[src/rtl/mem_pkg.sv]
// mem_pkg: shared types for the mem_lsu memory stage.
// State, access-size and fault-cause encodings plus the alignment rule.
package mem_pkg;

    typedef enum logic {IDLE, WAIT} state_t;

    typedef enum logic [1:0] {SZ_B, SZ_H, SZ_W, SZ_D} size_t;

    typedef enum logic [1:0] {FLT_NONE, FLT_MISALIGN, FLT_TIMEOUT} fault_t;

    // An access is misaligned when any address bit below its natural size is set.
    function automatic logic misaligned(size_t sz, logic [2:0] lo);
        case (sz)
            SZ_H:    return lo[0];
            SZ_W:    return |lo[1:0];
            SZ_D:    return |lo;
            default: return 1'b0;
        endcase
    endfunction

endpackage

[src/rtl/mem_lane_align.sv]
// mem_lane_align: moves store data onto its byte lanes and pulls load data
// back off them, zero- or sign-extending to XLEN.
module mem_lane_align
    import mem_pkg::*;
#(
    parameter  int XLEN = 32,
    localparam int NB   = XLEN / 8,
    localparam int LW   = $clog2(NB)
) (
    input  size_t            size_i,
    input  logic [LW-1:0]    lane_i,
    input  logic             ld_unsigned_i,
    input  logic [XLEN-1:0]  store_data_i,
    input  logic [XLEN-1:0]  data_read_i,
    output logic [NB-1:0]    byte_en_o,
    output logic [XLEN-1:0]  data_write_o,
    output logic [XLEN-1:0]  load_data_o
);

    logic [NB-1:0]   span;
    logic [XLEN-1:0] shifted, mask, top;
    logic [6:0]      nbits;
    logic            sgn;

    // Spans wider than the remaining lanes simply fall off the top; a
    // full-width load yields an all-ones mask so no extension happens.
    always_comb begin
        span         = ~({NB{1'b1}} << (4'd1 << size_i));
        byte_en_o    = span << lane_i;
        data_write_o = store_data_i << {lane_i, 3'b000};
        shifted      = data_read_i >> {lane_i, 3'b000};
        nbits        = 7'd8 << size_i;
        mask         = ~({XLEN{1'b1}} << nbits);
        top          = mask & ~(mask >> 1);
        sgn          = ~ld_unsigned_i & (|(shifted & top));
        load_data_o  = (shifted & mask) | ({XLEN{sgn}} & ~mask);
    end

endmodule

[src/rtl/mem_lsu.sv]
// mem_lsu: memory stage between execute and writeback. Resolves branches,
// issues MMIO loads/stores and stalls until dack.
// MEM_FAULT_EN: enables misalignment and timeout fault detection.
module mem_lsu
    import mem_pkg::*;
#(
    parameter  int XLEN    = 32,
    parameter  int REG_AW  = 5,
    parameter  int TIMEOUT = 255,
    localparam int NB      = XLEN / 8,
    localparam int LW      = $clog2(NB)
) (
    input  logic              clk_i,
    input  logic              rst_n_i,
    input  logic              jal_flush_i,
    input  logic              regwrite_i,
    input  logic              load_i,
    input  logic              store_i,
    input  logic              jal_i,
    input  logic              jalr_i,
    input  logic              branch_cond_i,
    input  logic [1:0]        size_i,
    input  logic              ld_unsigned_i,
    input  logic [XLEN-1:0]   target_i,
    input  logic [XLEN-1:0]   result_i,
    input  logic [XLEN-1:0]   store_data_i,
    input  logic [REG_AW-1:0] regD_i,
    output logic [REG_AW-1:0] regD_ex_o,
    output logic [XLEN-1:0]   regD_val_ex_o,
    output logic              regwrite_ex_o,
    output logic              branch_flush_o,
    output logic [XLEN-1:0]   b_target_o,
    output logic              stall_o,
    output logic              regwriteF_o,
    output logic              jalF_o,
    output logic [REG_AW-1:0] regDF_o,
    output logic [XLEN-1:0]   targetF_o,
    output logic [XLEN-1:0]   regdataF_o,
    output logic              req_pulse_o,
    output logic              rw_o,
    output logic [XLEN-1:0]   addr_o,
    output logic [XLEN-1:0]   data_write_o,
    output logic [NB-1:0]     byte_en_o,
    input  logic [XLEN-1:0]   data_read_i,
    input  logic              dack_i,
    output logic              fault_valid_o,
    output logic [1:0]        fault_cause_o,
    output logic [XLEN-1:0]   fault_addr_o
);

    state_t            state_q, state_d;
    logic [XLEN-1:0]   addr_q, wdata_q, acc_addr, al_wd, al_ld;
    logic [NB-1:0]     be_q, al_be;
    logic              rw_q, mis, nop;
    logic              regwriteF_q, regwriteF_d, jalF_q, jalF_d;
    logic [REG_AW-1:0] regDF_q, regDF_d;
    logic [XLEN-1:0]   targetF_q, targetF_d, regdataF_q, regdataF_d;

`ifdef MEM_FAULT_EN
    localparam int CW = $clog2(TIMEOUT + 1);
    fault_t            fault_d, fault_cause_q;
    logic              fault_valid_q;
    logic [XLEN-1:0]   fault_addr_q;
    logic [CW-1:0]     cnt_q, cnt_d;
    assign mis = (load_i | store_i) & misaligned(size_t'(size_i), result_i[2:0]);
`else
    assign mis = 1'b0;
`endif

    assign acc_addr   = {result_i[XLEN-1:LW], {LW{1'b0}}};
    assign b_target_o = target_i;

    mem_lane_align #(.XLEN(XLEN)) u_align (
        .size_i        (size_t'(size_i)),
        .lane_i        (result_i[LW-1:0]),
        .ld_unsigned_i (ld_unsigned_i),
        .store_data_i  (store_data_i),
        .data_read_i   (data_read_i),
        .byte_en_o     (al_be),
        .data_write_o  (al_wd),
        .load_data_o   (al_ld)
    );

    // Next state, MMIO request, stall, and next writeback fields (also forwarded).
    always_comb begin
        state_d        = state_q;
        req_pulse_o    = 1'b0;
        rw_o           = load_i;
        addr_o         = acc_addr;
        data_write_o   = al_wd;
        byte_en_o      = al_be;
        stall_o        = 1'b0;
        branch_flush_o = 1'b0;
        nop            = 1'b0;
        regdataF_d     = result_i;
`ifdef MEM_FAULT_EN
        fault_d        = FLT_NONE;
`endif
        case (state_q)
            IDLE: begin
                if (jal_flush_i) begin
                    nop = 1'b1;
                end else if (branch_cond_i) begin
                    branch_flush_o = 1'b1;
                end else if (mis) begin
                    nop = 1'b1;
`ifdef MEM_FAULT_EN
                    fault_d = FLT_MISALIGN;
`endif
                end else if (load_i | store_i) begin
                    req_pulse_o = 1'b1;
                    if (dack_i) begin
                        if (load_i) regdataF_d = al_ld;
                    end else begin
                        stall_o = 1'b1;
                        nop     = 1'b1;
                        state_d = WAIT;
                    end
                end
            end
            WAIT: begin
                rw_o         = rw_q;
                addr_o       = addr_q;
                data_write_o = wdata_q;
                byte_en_o    = be_q;
                if (dack_i) begin
                    state_d = IDLE;
                    if (rw_q) regdataF_d = al_ld;
                end
`ifdef MEM_FAULT_EN
                else if (cnt_q == CW'(TIMEOUT)) begin
                    state_d = IDLE;
                    nop     = 1'b1;
                    fault_d = FLT_TIMEOUT;
                end
`endif
                else begin
                    stall_o = 1'b1;
                    nop     = 1'b1;
                end
            end
        endcase
        regwriteF_d = nop ? 1'b0 : regwrite_i;
        jalF_d      = nop ? 1'b0 : (jal_i | jalr_i);
        regDF_d     = nop ? '0 : regD_i;
        targetF_d   = nop ? '0 : target_i;
        if (nop) regdataF_d = '0;
    end

    assign regwrite_ex_o = regwriteF_d;
    assign regD_ex_o     = regDF_d;
    assign regD_val_ex_o = regdataF_d;

    // State, request hold registers (captured while idle) and writeback registers.
    always_ff @(posedge clk_i) begin
        if (!rst_n_i) begin
            state_q     <= IDLE;
            addr_q      <= '0;
            wdata_q     <= '0;
            be_q        <= '0;
            rw_q        <= 1'b0;
            regwriteF_q <= 1'b0;
            jalF_q      <= 1'b0;
            regDF_q     <= '0;
            targetF_q   <= '0;
            regdataF_q  <= '0;
        end else begin
            state_q <= state_d;
            if (state_q == IDLE) begin
                addr_q  <= acc_addr;
                wdata_q <= al_wd;
                be_q    <= al_be;
                rw_q    <= load_i;
            end
            regwriteF_q <= regwriteF_d;
            jalF_q      <= jalF_d;
            regDF_q     <= regDF_d;
            targetF_q   <= targetF_d;
            regdataF_q  <= regdataF_d;
        end
    end

    assign regwriteF_o = regwriteF_q;
    assign jalF_o      = jalF_q;
    assign regDF_o     = regDF_q;
    assign targetF_o   = targetF_q;
    assign regdataF_o  = regdataF_q;

`ifdef MEM_FAULT_EN
    // Wait counter runs only while staying in WAIT; any exit clears it.
    always_comb cnt_d = (state_q == WAIT && state_d == WAIT) ? cnt_q + 1'b1 : '0;

    // Fault report is a one-cycle pulse registered alongside the NOP.
    always_ff @(posedge clk_i) begin
        if (!rst_n_i) begin
            cnt_q         <= '0;
            fault_valid_q <= 1'b0;
            fault_cause_q <= FLT_NONE;
            fault_addr_q  <= '0;
        end else begin
            cnt_q         <= cnt_d;
            fault_valid_q <= (fault_d != FLT_NONE);
            fault_cause_q <= fault_d;
            fault_addr_q  <= (fault_d != FLT_NONE) ? result_i : '0;
        end
    end

    assign fault_valid_o = fault_valid_q;
    assign fault_cause_o = fault_cause_q;
    assign fault_addr_o  = fault_addr_q;
`else
    assign fault_valid_o = 1'b0;
    assign fault_cause_o = 2'b00;
    assign fault_addr_o  = '0;
`endif

endmodule
[config.mk]
export PLATFORM = sky130hd
export DESIGN_NAME = mem_lsu
export DESIGN_NICKNAME = d
export VERILOG_FILES = /design/src/rtl/mem_pkg.sv /design/src/rtl/mem_lane_align.sv /design/src/rtl/mem_lsu.sv
export SDC_FILE = /design/constraint.sdc
export NUM_CORES = 1
export LEC_CHECK = 0
export CAP_MARGIN = 20
export CORE_AREA = 2 2 154 156
export DETAILED_ROUTE_END_ITERATION = 10
export DIE_AREA = 0 0 156 158
export PLACE_DENSITY = 0.67
export SYNTH_ARGS = -nofsm -noshare
export SYNTH_HDL_FRONTEND = slang
export SYNTH_SLANG_ARGS = --single-unit
[constraint.sdc]
create_clock -name clk_i -period 3.9 [get_ports clk_i]
set_clock_uncertainty 0.05 [all_clocks]
set_input_delay 0.585 -clock clk_i [delete_from_list [all_inputs] [get_ports clk_i]]
set_output_delay 0.585 -clock clk_i [all_outputs]
set_load 0.02 [all_outputs]
==> results of run 1 <==
## cell families (layout without fill, tap and decap cells)
kind of cell    Yosys count  after routing  synth area share [%]
xor+xnor                  1              1                0.1201
flops                   141            141                 38.70
buf+inv                 141            424                 12.54
mux                      71             71                 10.40
simple gates            233            233                 18.01
other cells               1             38               0.05142
compound gates          204            204                 20.18
## area by class of cell
type,count,area (um2)
Clock buffer,17,425.4
Antenna cell,3,7.507
Tap cell,290,362.8
Clock inverter,15,152.6
Inverter,12,45.04
Multi-Input combinational cell,544,3690
Sequential cell,141,2826
Timing Repair Buffer,380,3787
Fill cell,2174,11760
## sequential cells by signal, summed over array words and instances (netlist names)
| signal | count |
|---|---|
| addr_q | 32 |
| regdataF_o | 32 |
| targetF_o | 32 |
| wdata_q | 32 |
| regDF_o | 5 |
| be_q | 4 |
| jalF_o | 1 |
| regwriteF_o | 1 |
| rw_q | 1 |
| state_q | 1 |
## power groups by stage
| stage | Combinational [mW] | Clock [mW] | Sequential [mW] |
|---|---|---|---|
| floorplan | 0.542 | 0 | 1.61 |
| global placement | 1.08 | 0 | 1.57 |
| detailed placement | 1.08 | 0 | 1.57 |
| CTS | 1.09 | 1.66 | 1.54 |
| global route | 1.15 | 1.73 | 1.55 |
| finish | 1.09 | 1.62 | 1.54 |
## per-stage QoR
| stage | util (%) | instance area [um2] | cells |
|---|---|---|---|
| 2_1_floorplan | - | 7421 | 826 |
| 3_3_place_gp | 46.42 | 10700 | 1367 |
| 3_5_place_dp | 46.42 | 10700 | 1367 |
| 4_1_cts | 48.95 | 11280 | 1399 |
| 5_1_grt | 49.00 | 11290 | 1401 |
| 6_report | 49.01 | 11300 | 1402 |
## cells in the final DEF, fill, tap and decap left out, drive strengths merged, types with 8 or more instances in the layout
cell type,instances
a211oi,48
a21oi,35
a22o,8
and2,124
buf,25
clkbuf,17
clkdlybuf4s50,355
conb,35
dfxtp,141
inv,21
mux2,35
mux2i,36
nand2,40
nor2,36
nor2b,9
o21ai,41
o2bb2ai,13
o31ai,9
## timing repair
action,4_1_cts,5_1_grt
setup endpoints to repair,1,1
resized for setup,1,1
hold buffers,0,0
setup buffers,0,0
## layer usage
| metal | GRT usage, % | up-vias | share of wire, % |
|---|---|---|---|
| li1 | - | 3295 | - |
| met1 | 29.48 | 3276 | 45 |
| met2 | 34.26 | 244 | 47 |
| met3 | 6.241 | 29 | 6.8 |
| met4 | 6.553 | 2 | 1.7 |
| met5 | 0 | - | 0.049 |
## path summary, 6_finish.rpt
kind,from,to,slack [ns],cells past startpoint
hold / removal,addr_q[0],addr_q[0],0.44,1
setup reg to reg,state_q,regdataF_o[31],1.74,4
setup / recovery,size_i[0],regD_val_ex_o[11],0.12,6
hold reg to reg,addr_q[0],addr_q[0],0.44,1
==> key figures, run 1 <==
Worst setup path
  – Cells along the critical path: clkdlybuf4s50_1 -> nand4b_2 -> a211oi_4 -> nor3_2 -> a211oi_1 -> clkdlybuf4s50_1
  – Slowest-stage cell, CP: clkdlybuf4s50_1
  – Crit path buffers/inverters: 2
  – Worst setup EP type: output port
  – Max incr delay on CP: 0.71 ns
  – Arrival time worst endpoint: 3.14 ns
  – CP delay by family, top: buffers and inverters
  – Crit Path Category: input port to output port
  – Startpoint types: input port
  – Crit Path Max Fanout: 10
  – Top cell by count, worst path: clkdlybuf4s50_1
  – Req. time, crit path: 3.26 ns

Routing
  – Vias: 6,846
  – Vias/cell: 4.883
  – Wire length per cell: 20.33 um
  – TritonRoute pass-1 iters: 5
  – Final antenna-violating net count: 0
  – Number of DRC markers in iteration 0: 429
  – Drt drc: 0
  – DRT Wirelength: 28,500 um

Layout
  – Area growth syn-to-layout: 54.90%
  – Layout cells sized above 1: 10.55%
  – Nets: 1,242

GRT
  – Vias in the first global route: 6,450
  – Largest net degree at the start of global routing: 68
  – Global route overflow: 0
  – Tot GR Track Use: 21.95%
  – First-pass GRT wire length: 40,230 um
  – Antenna violations before repair: 3

Timing
  – Period utilization: 96.87%
  – Worst Tran Pin Value: 0.6494 ns
  – Slew margin rel.: 56.42%
  – Post-route minimum period: 3.778 ns
  – Post-route setup TNS: 0 ns
  – RSZ-0062 raised after global routing: no
  – Worst hold slack: 0.4363 ns
  – Final Setup Violations: 0
  – Max Freq: 0.2647 GHz
  – Fin. Hold Viols: 0
  – PnR worst setup slack: 0.1222 ns
  – Slew Limit Fails: 0

Clocking
  – Bufs on Longest Clock Path: 2
  – TritonCTS Buffers: 17
  – H-Tree Level Count: 4
  – CTS Root Cell: clkbuf_16
  – Clk slew on worst S/H paths: 0.06 ns
  – Clk sink count: 141
  – CTS tree: built
  – Later-pin clock latency in the skew report: 0.42 ns

Power and ir drop
  – Sw Ratio: 30.89%
  – Pwr Total: 4.245 mW
  – Pwr per Cell Area: 375.7 nW/um2
  – NetSw: 1.311 mW
  – Peak supply drop: 0.2358 mV
  – Clock share of power: 38.2%
  – Power Internal: 2.934 mW
  – Comb power frac: 25.6%
  – Lkg Pwr: 4.375 nW
  – Part of the power in registers: 36.2%

Synth
  – Synth warn: 0
  – Synth top cells by count: 141 x dfxtp_1, 124 x and2_1, 78 x buf_4
  – Cell variety after synth: 60
  – Post-Syn Area: 7293 um2
  – Ys flop type: dfxtp_1
  – Yosys top cell by area: dfxtp_1
  – Top-area cell type share of the netlist area: 38.70%
  – Post-Syn Area per Cell: 9.209 um2
  – Post-Synthesis Cells: 792
  – Top post-synthesis cells by area: dfxtp_1 39%, and2_1 11%, buf_4 8.0%, mux2_2 5.4%, mux2i_1 4.8%
  – Sequential-to-total area share from yosys stat: 38.70%
  – FF+latch count, synth: 141
  – Async SR Flop Fraction: 0%
  – Number of synthesized flops with an enable pin: 0
  – Most common cell in the netlist: dfxtp_1

Outcome
  – Status: complete, no violations

Place
  – Place WS: 0.1629 ns
  – Hpwl dp: 21,920 um
  – Final GP Congestion: 0.9039
  – Number of port buffers: 358

Floorplanning
  – Initial core utilization: 31.64%
  – I/O pin count: 394
  – Die width: 156 um
  – Placement Rows: 56
  – Die height: 158 um
  – DIE AREA: 24,650 um2
  – Std-Cell Core Area: 23,050 um2

Min path
  – Hold WC Path Type: register to register

Job
  – Maxcap violations: 0
(Power assumes the default switching activity.)
==> run 2: changes to the inputs <==
- CORE_AREA: 2 2 154 156 -> 2 2 153 155
- CTS_BUF_LIST: unset -> sky130_fd_sc_hd__clkbuf_2
- DIE_AREA: 0 0 156 158 -> 0 0 155 157
==> run 2 against run 1 <==
  * Via count up 0.53%
  * Utilization down 0.30 points
  * Non-clock buffer count unchanged
  * Sequential power about the same
  * Clock-buffer cell count unchanged
  * Sequential cell count unchanged
  * Combinational power about the same
  * First-iteration DRC count up 31%
  * Wire length down 0.48%
  * Clock power down 50%
  * Worst setup slack worse by 0.040 ns
  * Largest power group is now registers
  * Highest routed layer unchanged
==> key figures, run 2 (synthesis results as in run 1) <==
Outcome
  – Status: complete, no violations

GRT
  – First-pass GRT wire length: 40,630 um
  – Vias in the first global route: 6,465
  – Antenna violations before repair: 6
  – Largest net degree at the start of global routing: 65
  – Tot GR Track Use: 22.20%
  – Global route overflow: 0

Floorplanning
  – I/O pin count: 394
  – Initial core utilization: 32.41%
  – Placement Rows: 55
  – Die width: 155 um
  – DIE AREA: 24,340 um2
  – Std-Cell Core Area: 22,500 um2
  – Die height: 157 um

Worst setup path
  – Startpoint types: input port
  – R2R Setup Slk: 1.99 ns
  – Req. time, crit path: 3.26 ns
  – Worst r2r dst: wdata_q[4]
  – Worst setup EP type: output port
  – RR Startpoint: state_q
  – Worst R2R Path Depth: 5
  – Crit Path Max Fanout: 12
  – Crit Path Category: input port to output port
  – Arrival time worst endpoint: 3.18 ns

Layout
  – Nets: 1,242
  – Design area: 10,960 um2
  – Layout cells sized above 1: 10.37%
  – Area growth syn-to-layout: 50.28%
  – Most frequent cells in the layout: 352 x clkdlybuf4s50_1, 140 x dfxtp_1, 124 x and2_1, 42 x a211oi_1, 40 x nand2_1
  – Most common cell after layout, fill and taps aside: clkdlybuf4s50_1
  – Fillers: 2,109

Clocking
  – Clk slew on worst S/H paths: 0.28 ns
  – CTS Root Cell: clkbuf_2
  – TritonCTS Buffers: 17
  – CTS tree: built
  – Bufs on Longest Clock Path: 2
  – Later-pin clock latency in the skew report: 0.70 ns
  – H-Tree Level Count: 4
  – Hold-fix buffers, CTS: 0
  – Clk sink count: 141

Place
  – Post-DP Area: 10,700 um2
  – Final GP Congestion: 0.8646
  – Hpwl dp: 21,900 um
  – Place WS: 0.1465 ns
  – Number of port buffers: 358

Timing
  – Final Setup Violations: 0
  – Slew margin rel.: 54.72%
  – RSZ-0062 raised after global routing: no
  – Period utilization: 97.89%
  – PnR worst setup slack: 0.08212 ns
  – Post-route minimum period: 3.818 ns
  – Max Freq: 0.2619 GHz
  – Fin. Hold Viols: 0
  – Worst Tran Pin Value: 0.6785 ns
  – Slew Limit Fails: 0
  – Post-route setup TNS: 0 ns

Routing
  – Final antenna-violating net count: 0
  – Wire length per cell: 20.29 um
  – Vias: 6,882
  – Vias/cell: 4.923
  – Number of DRC markers in iteration 0: 562
  – Drt drc: 0
  – DRT Wirelength: 28,360 um
  – TritonRoute pass-1 iters: 5

Min path
  – Hold Path Origin: rst_n_i
  – Hold Crit Endpoint: addr_q[23]
  – Hold WC Path Type: input port to register
  – Hold Path Depth: 2

Power and ir drop
  – Lkg Pwr: 4.265 nW
  – Peak supply drop: 0.1352 mV
  – Pwr per Cell Area: 313.9 nW/um2
  – Pwr Total: 3.441 mW

Job
  – Maxcap violations: 0
[run 2: cell types whose count changed in the layout (fill, tap and decap cells not counted), sizes merged]
cell           previous run  this run
diode                     3         4
clkdlybuf4s50           355       352
clkinvlp                  1         3
inv                      21        20
bufinv                    1         0
dlymetal6s2s              0         3
[run 2: through the flow]
step / std cells / utilization (%) / hold WS, ns
2_1_floorplan: 826 / - / 0.4019
3_3_place_gp: 1359 / 47.54 / 0.4163
3_5_place_dp: 1359 / 47.54 / 0.4234
4_1_cts: 1392 / 48.53 / 0.2381
5_1_grt: 1397 / 48.70 / 0.2215
6_report: 1398 / 48.71 / 0.3085
[run 2: worst max path at each step]
| stage | slack (ns) | from | cells after the start | to |
|---|---|---|---|---|
| global route | 0.01 | dack_i | 6 | regD_val_ex_o[9] |
| finish | 0.08 | dack_i | 6 | regD_val_ex_o[9] |
| detailed placement | 0.15 | dack_i | 6 | regD_val_ex_o[9] |
| CTS | 0.02 | state_q | 6 | regD_val_ex_o[16] |
| floorplan | 1.27 | jal_flush_i | 6 | regD_val_ex_o[17] |
| global placement | 0.24 | jal_flush_i | 7 | regD_val_ex_o[17] |
[run 2: layer usage]
metal	track usage, %	part of all wire [%]	vias up
met4	6.570	1.9	2
met2	35.20	47	274
met1	29.71	44	3272
li1	-	-	3294
met5	0	0.060	-
met3	5.809	6.9	40
[run 2: area by class of cell]
class	instances	area, um2	area share [%]
antenna	4	10.01	0.09132
clock buffer	17	85.08	0.7763
clock inverter	15	127.6	1.164
inverter	12	45.04	0.4110
multi-input combinational	544	3690	33.66
sequential	141	2826	25.79
tap	285	356.6	3.253
timing repair buffer	380	3820	34.85
[run 2: where the power goes]
group | internal, mW | switching [mW] | total (mW) | leakage [nW]
Combinational | 0.516 | 0.573 | 1.09 | 2.98
Sequential | 1.52 | 0.0202 | 1.54 | 1.16
Clock | 0.188 | 0.623 | 0.812 | 0.124
Total | 2.22 | 1.22 | 3.44 | 4.27
[run 2: worst max-delay path: stages]
cell	delay [ns]
clkdlybuf4s50_1	0.64
nand3b_1	0.35
o21ai_0	0.22
a32o_1	0.32
a211oi_1	0.38
clkdlybuf4s50_1	0.68
[run 2: what timing repair did]
action,in CTS,in global routing
buffers inserted,1,2
gates resized for setup,0,4
endpoints found under the setup margin,5,8
